**src/rtl/ysyx_22041207_ifu_axi_bridge.sv**
```systemverilog
// Instruction-fetch AXI4 read bridge: one outstanding single-beat read,
// returned beat right-aligned to the requested byte offset, with slave
// error reporting and an R-channel timeout that drains the late beat.
module ysyx_22041207_ifu_axi_bridge #(
    parameter int unsigned AW          = 64,
    parameter int unsigned DW          = 64,
    parameter int unsigned TIMEOUT_CYC = 1024
) (
    input  logic          clk,
    input  logic          rst,

    input  logic          rx_r_valid_i,
    output logic          rx_r_ready_o,
    input  logic [AW-1:0] rx_r_addr_i,
    input  logic [7:0]    rx_r_size_i,
    output logic [DW-1:0] rx_data_read_o,
    output logic          rx_data_valid,
    input  logic          rx_data_ready,
    output logic          rx_err,

    output logic          axi_arvalid,
    input  logic          axi_arready,
    output logic [AW-1:0] axi_araddr,
    output logic [2:0]    axi_arsize,
    output logic [7:0]    axi_arlen,
    output logic [1:0]    axi_arburst,

    input  logic          axi_rvalid,
    output logic          axi_rready,
    input  logic [DW-1:0] axi_rdata,
    input  logic [1:0]    axi_rresp,
    input  logic          axi_rlast
);

    typedef enum logic [2:0] {
        S_IDLE,
        S_AR,
        S_R,
        S_RESP,
        S_DRAIN
    } state_t;

    localparam int unsigned   CW       = (TIMEOUT_CYC > 1) ? $clog2(TIMEOUT_CYC) : 1;
    localparam logic [CW-1:0] CNT_LAST = CW'(TIMEOUT_CYC - 1);

    state_t          state_q;
    state_t          state_d;
    logic [AW-1:0]   addr_q;
    logic [2:0]      arsize_q;
    logic [DW-1:0]   data_q;
    logic            err_q;
    logic            timed_out_q;
    logic [CW-1:0]   cnt_q;
    logic            timeout_hit;
    logic [DW-1:0]   rdata_aligned;

    // Single-beat reads only (arlen=0), so rlast carries no information.
    logic            unused_rlast;
    assign unused_rlast = axi_rlast;

    function automatic logic [2:0] mask_to_size(input logic [7:0] mask);
        case (mask)
            8'h01:   return 3'd0;
            8'h03:   return 3'd1;
            8'h0F:   return 3'd2;
            default: return 3'd3;
        endcase
    endfunction

    assign axi_araddr     = addr_q;
    assign axi_arsize     = arsize_q;
    assign axi_arlen      = '0;
    assign axi_arburst    = 2'b01;
    assign rx_data_read_o = data_q;
    assign rx_err         = err_q;

    // Beat alignment and timeout detection feeding the datapath and FSM.
    always_comb begin
        rdata_aligned = axi_rdata >> {addr_q[2:0], 3'b000};
        timeout_hit   = (state_q == S_R) && !axi_rvalid && (cnt_q == CNT_LAST);
    end

    // Next-state logic; handshake outputs decode from the state register only.
    always_comb begin
        state_d       = state_q;
        rx_r_ready_o  = 1'b0;
        axi_arvalid   = 1'b0;
        axi_rready    = 1'b0;
        rx_data_valid = 1'b0;
        case (state_q)
            S_IDLE: begin
                rx_r_ready_o = 1'b1;
                if (rx_r_valid_i) state_d = S_AR;
            end
            S_AR: begin
                axi_arvalid = 1'b1;
                if (axi_arready) state_d = S_R;
            end
            S_R: begin
                axi_rready = 1'b1;
                if (axi_rvalid || timeout_hit) state_d = S_RESP;
            end
            S_RESP: begin
                rx_data_valid = 1'b1;
                if (rx_data_ready) state_d = timed_out_q ? S_DRAIN : S_IDLE;
            end
            S_DRAIN: begin
                axi_rready = 1'b1;
                if (axi_rvalid) state_d = S_IDLE;
            end
            default: state_d = S_IDLE;
        endcase
    end

    // State register.
    always_ff @(posedge clk) begin
        if (rst) state_q <= S_IDLE;
        else     state_q <= state_d;
    end

    // Request latch, response capture and R-channel timeout counter.
    always_ff @(posedge clk) begin
        if (rst) begin
            addr_q      <= '0;
            arsize_q    <= '0;
            data_q      <= '0;
            err_q       <= 1'b0;
            timed_out_q <= 1'b0;
            cnt_q       <= '0;
        end else begin
            case (state_q)
                S_IDLE: begin
                    if (rx_r_valid_i) begin
                        addr_q      <= rx_r_addr_i;
                        arsize_q    <= mask_to_size(rx_r_size_i);
                        timed_out_q <= 1'b0;
                    end
                end
                S_R: begin
                    if (axi_rvalid) begin
                        cnt_q  <= '0;
                        err_q  <= (axi_rresp != 2'b00);
                        data_q <= (axi_rresp != 2'b00) ? '0 : rdata_aligned;
                    end else if (timeout_hit) begin
                        cnt_q       <= '0;
                        err_q       <= 1'b1;
                        data_q      <= '0;
                        timed_out_q <= 1'b1;
                    end else begin
                        cnt_q <= cnt_q + CW'(1);
                    end
                end
                default: ;
            endcase
        end
    end

endmodule

```
**config.mk**
```make
export PLATFORM = sky130hd
export DESIGN_NAME = ysyx_22041207_ifu_axi_bridge
export DESIGN_NICKNAME = d
export VERILOG_FILES = /design/src/rtl/ysyx_22041207_ifu_axi_bridge.sv
export SDC_FILE = /design/constraint.sdc
export NUM_CORES = 1
export LEC_CHECK = 0
export BUFFER_PORTS_ARGS = -buffer_cell sky130_fd_sc_hd__buf_2
export CAP_MARGIN = 15
export CELL_PAD_IN_SITES_DETAIL_PLACEMENT = 1
export CELL_PAD_IN_SITES_GLOBAL_PLACEMENT = 2
export CORE_MARGIN = 10
export CORE_UTILIZATION = 31
export CTS_BUF_LIST = sky130_fd_sc_hd__clkbuf_4 sky130_fd_sc_hd__clkbuf_8
export CTS_CLUSTER_SIZE = 30
export DETAILED_ROUTE_END_ITERATION = 16
export HOLD_SLACK_MARGIN = 0.15
export PLACE_DENSITY_LB_ADDON = 0.1
export SLEW_MARGIN = 20
export SYNTH_ARGS = -nofsm -noshare
export SYNTH_HDL_FRONTEND = slang
export SYNTH_SLANG_ARGS = --single-unit
export TNS_END_PERCENT = 20
```
**constraint.sdc**
```tcl
create_clock -name clk -period 2.7 [get_ports clk]
set_input_delay 0.135 -clock clk [delete_from_list [all_inputs] [get_ports clk]]
set_output_delay 0.135 -clock clk [all_outputs]
set_load 0.1 [all_outputs]
```
==> results.md <==
- Status: completed
- Port bufs: 278
- # setup viols final: 0
- DP Area: 8900 sq um
- Worst r2r path cells: 7
- Clock Tree Buf Depth: 2
- ANT cells: 0
- CTS Buf Count: 17
- Period minus WS final: 2340 ps
- Antenna viol nets, final: 0
- Clock skew: 22.3 ps
- Total GRT Usage: 19.1%
- Cells after DPL: between 1000 and 1500
- CP startpoint kind: flip-flop
- Initial DRC Count: 458
- EDFF count, synth: 0
- Layout Nets: 1279
- Clock tree from TritonCTS: done
- # IOs: 291
- Die Height: 173 um
- Layout cells sized above 1: 34.6%
- Worst Hold Depth: 5
- Rel. slew slack: 35.0%
- Ys Warns: 0
- Die Span X: 173 um
- FF+latch count, synth: 145
- Crit path DAT: 2690 ps
- Via-per-instance ratio: around 5
- Max Cap Violations: 0
- Average routed wire per standard cell: 20.2 um
- Maximum vdd drop: about 300 uV
- Initial antenna violation count: 1
- Unrepaired setup endpoints after global routing: false
- CP required: 3050 ps
- Largest net degree at the start of global routing: 77
- Htree depth: 4
- # DRC: 0
- Clk pin slew, worst setup/hold paths: 100 ps
- Drt pass-1 iters: 4
- Number of global-route vias before repair: around 7700
- Clock Latency Late Sink: around 460 ps
- Worst min path class: primary input to flip-flop
- R2R Setup Slk: between 300 and 400 ps
- Core Area: between 20000 and 25000 sq um
- Area Overhead vs Synth: 39.4%
- Design Area, Final: 10100 sq um
- Fmax: 428 MHz
- Power density of the placed cells: 575 nW/um^2
- Worst-margin pin slew: 974 ps
- CP max FO: 35
- Routed via count: 7312
- Die ar.: 30000 sq um
- Clock root cell: clkbuf_8
- Routability Congestion: 0.841
- Dominant synthesized flop cell: dfxtp_1
- Final period utilization: 86.5%
- Syn avg cell area: 8.97 sq um
- Final WL: around 30000 um
- Hold WS: around 190 ps
- Netlist cell types: 53
- Rows: 56
- Clk sink count: 145
- Pleak: 0.00416 uW
- Count of final max-slew check failures: 0
- Overflow after GRT: 0
- WS Path Type: flip-flop to flip-flop
- Crit. End Element: flip-flop
- Final Non-Filler Cells: 1465
- Initial Utilization: 31.3%
- Post-Syn Instances: between 800 and 900
- Post-synth ARST share: 0%
- Mapped Area: 7280 sq um
- Global-route wire length before repair: 45600 um
- Seq/Total Area, Yosys: between 30% and 40%
- Hold Vio Cnt, Final: 0
- Post-DP HPWL: 21600 um
[placed cells by master (no fill, tap or decap), types with 9 or more instances in the layout]
cell | netlist | routed
buf_4 | 25 | 20
buf_2 | 25 | 277
nand3_1 | 12 | 12
o2bb2ai_1 | 9 | 9
nand4_1 | 30 | 30
mux4_2 | 22 | 22
dlygate4sd3_1 | 0 | 84
o21ai_0 | 32 | 32
mux2i_1 | 55 | 55
nand2b_1 | 9 | 9
a211oi_2 | 23 | 23
clkbuf_8 | 0 | 18
nor3_1 | 10 | 9
nor2_1 | 21 | 20
dfxtp_1 | 145 | 143
a22oi_1 | 19 | 19
a21oi_1 | 120 | 120
conb_1 | 2 | 11
nand2_1 | 137 | 136
[state kept, by name (all words and copies together) (netlist names)]
name	count
rx_data_read_o	64
timed_out_q	1
cnt_q	10
rx_err	1
axi_arsize	2
axi_araddr	64
state_q	3
[report_power, final]
| part | switching, uW | internal (uW) |
|---|---|---|
| sequential | 76.1 | 2230 |
| clock | 980 | 786 |
| combinational | 1290 | 480 |
| total | 2340 | 3490 |
[worst max-delay path, cell delays in order (launching register included)]
cell and delay [ps]:
dfxtp_1 340, ha_1 270, and3_1 250, a41o_4 310
buf_12 170, o21ai_0 200, a211oi_1 100, dlygate4sd3_1 610
[Yosys cell counts, types with 2 or more instances]
library cell | count | area (sq um)
dfxtp_1 | 145 | 2900
nand2_1 | 137 | 514
a21oi_1 | 120 | 601
mux2i_1 | 55 | 551
clkbuf_1 | 37 | 139
o21ai_0 | 32 | 160
nand4_1 | 30 | 188
buf_2 | 25 | 125
buf_4 | 25 | 188
a211oi_2 | 23 | 288
mux4_2 | 22 | 495
nor2_1 | 21 | 78.8
a22oi_1 | 19 | 143
nand3_1 | 12 | 60.1
nor3_1 | 10 | 50.1
nand2b_1 | 9 | 56.3
o2bb2ai_1 | 9 | 78.8
a22o_1 | 8 | 70.1
o22ai_1 | 8 | 50.1
xor2_1 | 6 | 52.6
buf_1 | 5 | 18.8
or3_1 | 5 | 31.3
a32oi_1 | 4 | 35.0
inv_1 | 4 | 15.0
a2bb2oi_1 | 3 | 26.3
mux2_2 | 3 | 33.8
o21ai_1 | 3 | 15.0
and3_1 | 2 | 12.5
conb_1 | 2 | 7.51
nor2_8 | 2 | 40.0
nor2b_1 | 2 | 12.5
nor3b_1 | 2 | 15.0
or3b_1 | 2 | 17.5
[per-layer routing]
| metal | up-vias | wire length, um | global-route usage (%) |
|---|---|---|---|
| met5 | - | 18 | 0 |
| met4 | 2 | 510 | 5.61 |
| met3 | 30 | 1830 | 5.90 |
| met2 | 190 | 14400 | 32.1 |
| met1 | 3525 | 12800 | 22.9 |
| li1 | 3565 | - | - |
[cells by family after synthesis]
family / Yosys count / share of synthesized area [%]
AOI/OAI and AO/OA: 235 / 20.9
xor gates and xnor gates: 7 / 0.842
adders and majority gates: 1 / 0.172
buffers and inverters: 97 / 6.82
DFF: 145 / 39.9
muxes: 80 / 14.8
other: 2 / 0.103
and+or+nand+nor: 245 / 16.4
[final timing paths]
| path | start | to |
|---|---|---|
| max reg2reg | cnt_q[0]$_SDFFE_PP0N_ | state_q[0]$_SDFFE_PP0P_ |
| max | cnt_q[0]$_SDFFE_PP0N_ | state_q[0]$_SDFFE_PP0P_ |
| min reg2reg | axi_araddr[41]$_SDFFE_PP0P_ | axi_araddr[41]$_SDFFE_PP0P_ |
| min | axi_rresp[1] | rx_data_read_o[56]$_SDFFE_PP0P_ |
[area by class of cell]
cell class                 count  area (sq um)
fill                        2780         13100
timing repair buffer         386          2480
clock buffer                  18           248
inverter                       4          15.0
multi-input combinational    579          3960
sequential                   145          2910
tap                          319           399
clock inverter                14           143
[what timing repair did]
action,in CTS,in global routing
gates resized for setup,0,1
endpoints found under the setup margin,0,1
buffers inserted,0,1
hold buffers,84,0
endpoints found under the hold margin,82,0
[metrics by stage]
stage          power [uW]  TNS (ps)  setup WS, ps  util [%]
2_1_floorplan        3610      -197          -197         -
3_3_place_gp         4020         0           607      38.2
3_5_place_dp         4020         0           574      38.2
4_1_cts              5910         0           134      43.5
5_1_grt              6110         0           192      43.6
6_report             5840         0           364      43.6
No activity file was read; power rests on OpenSTA's default activity.
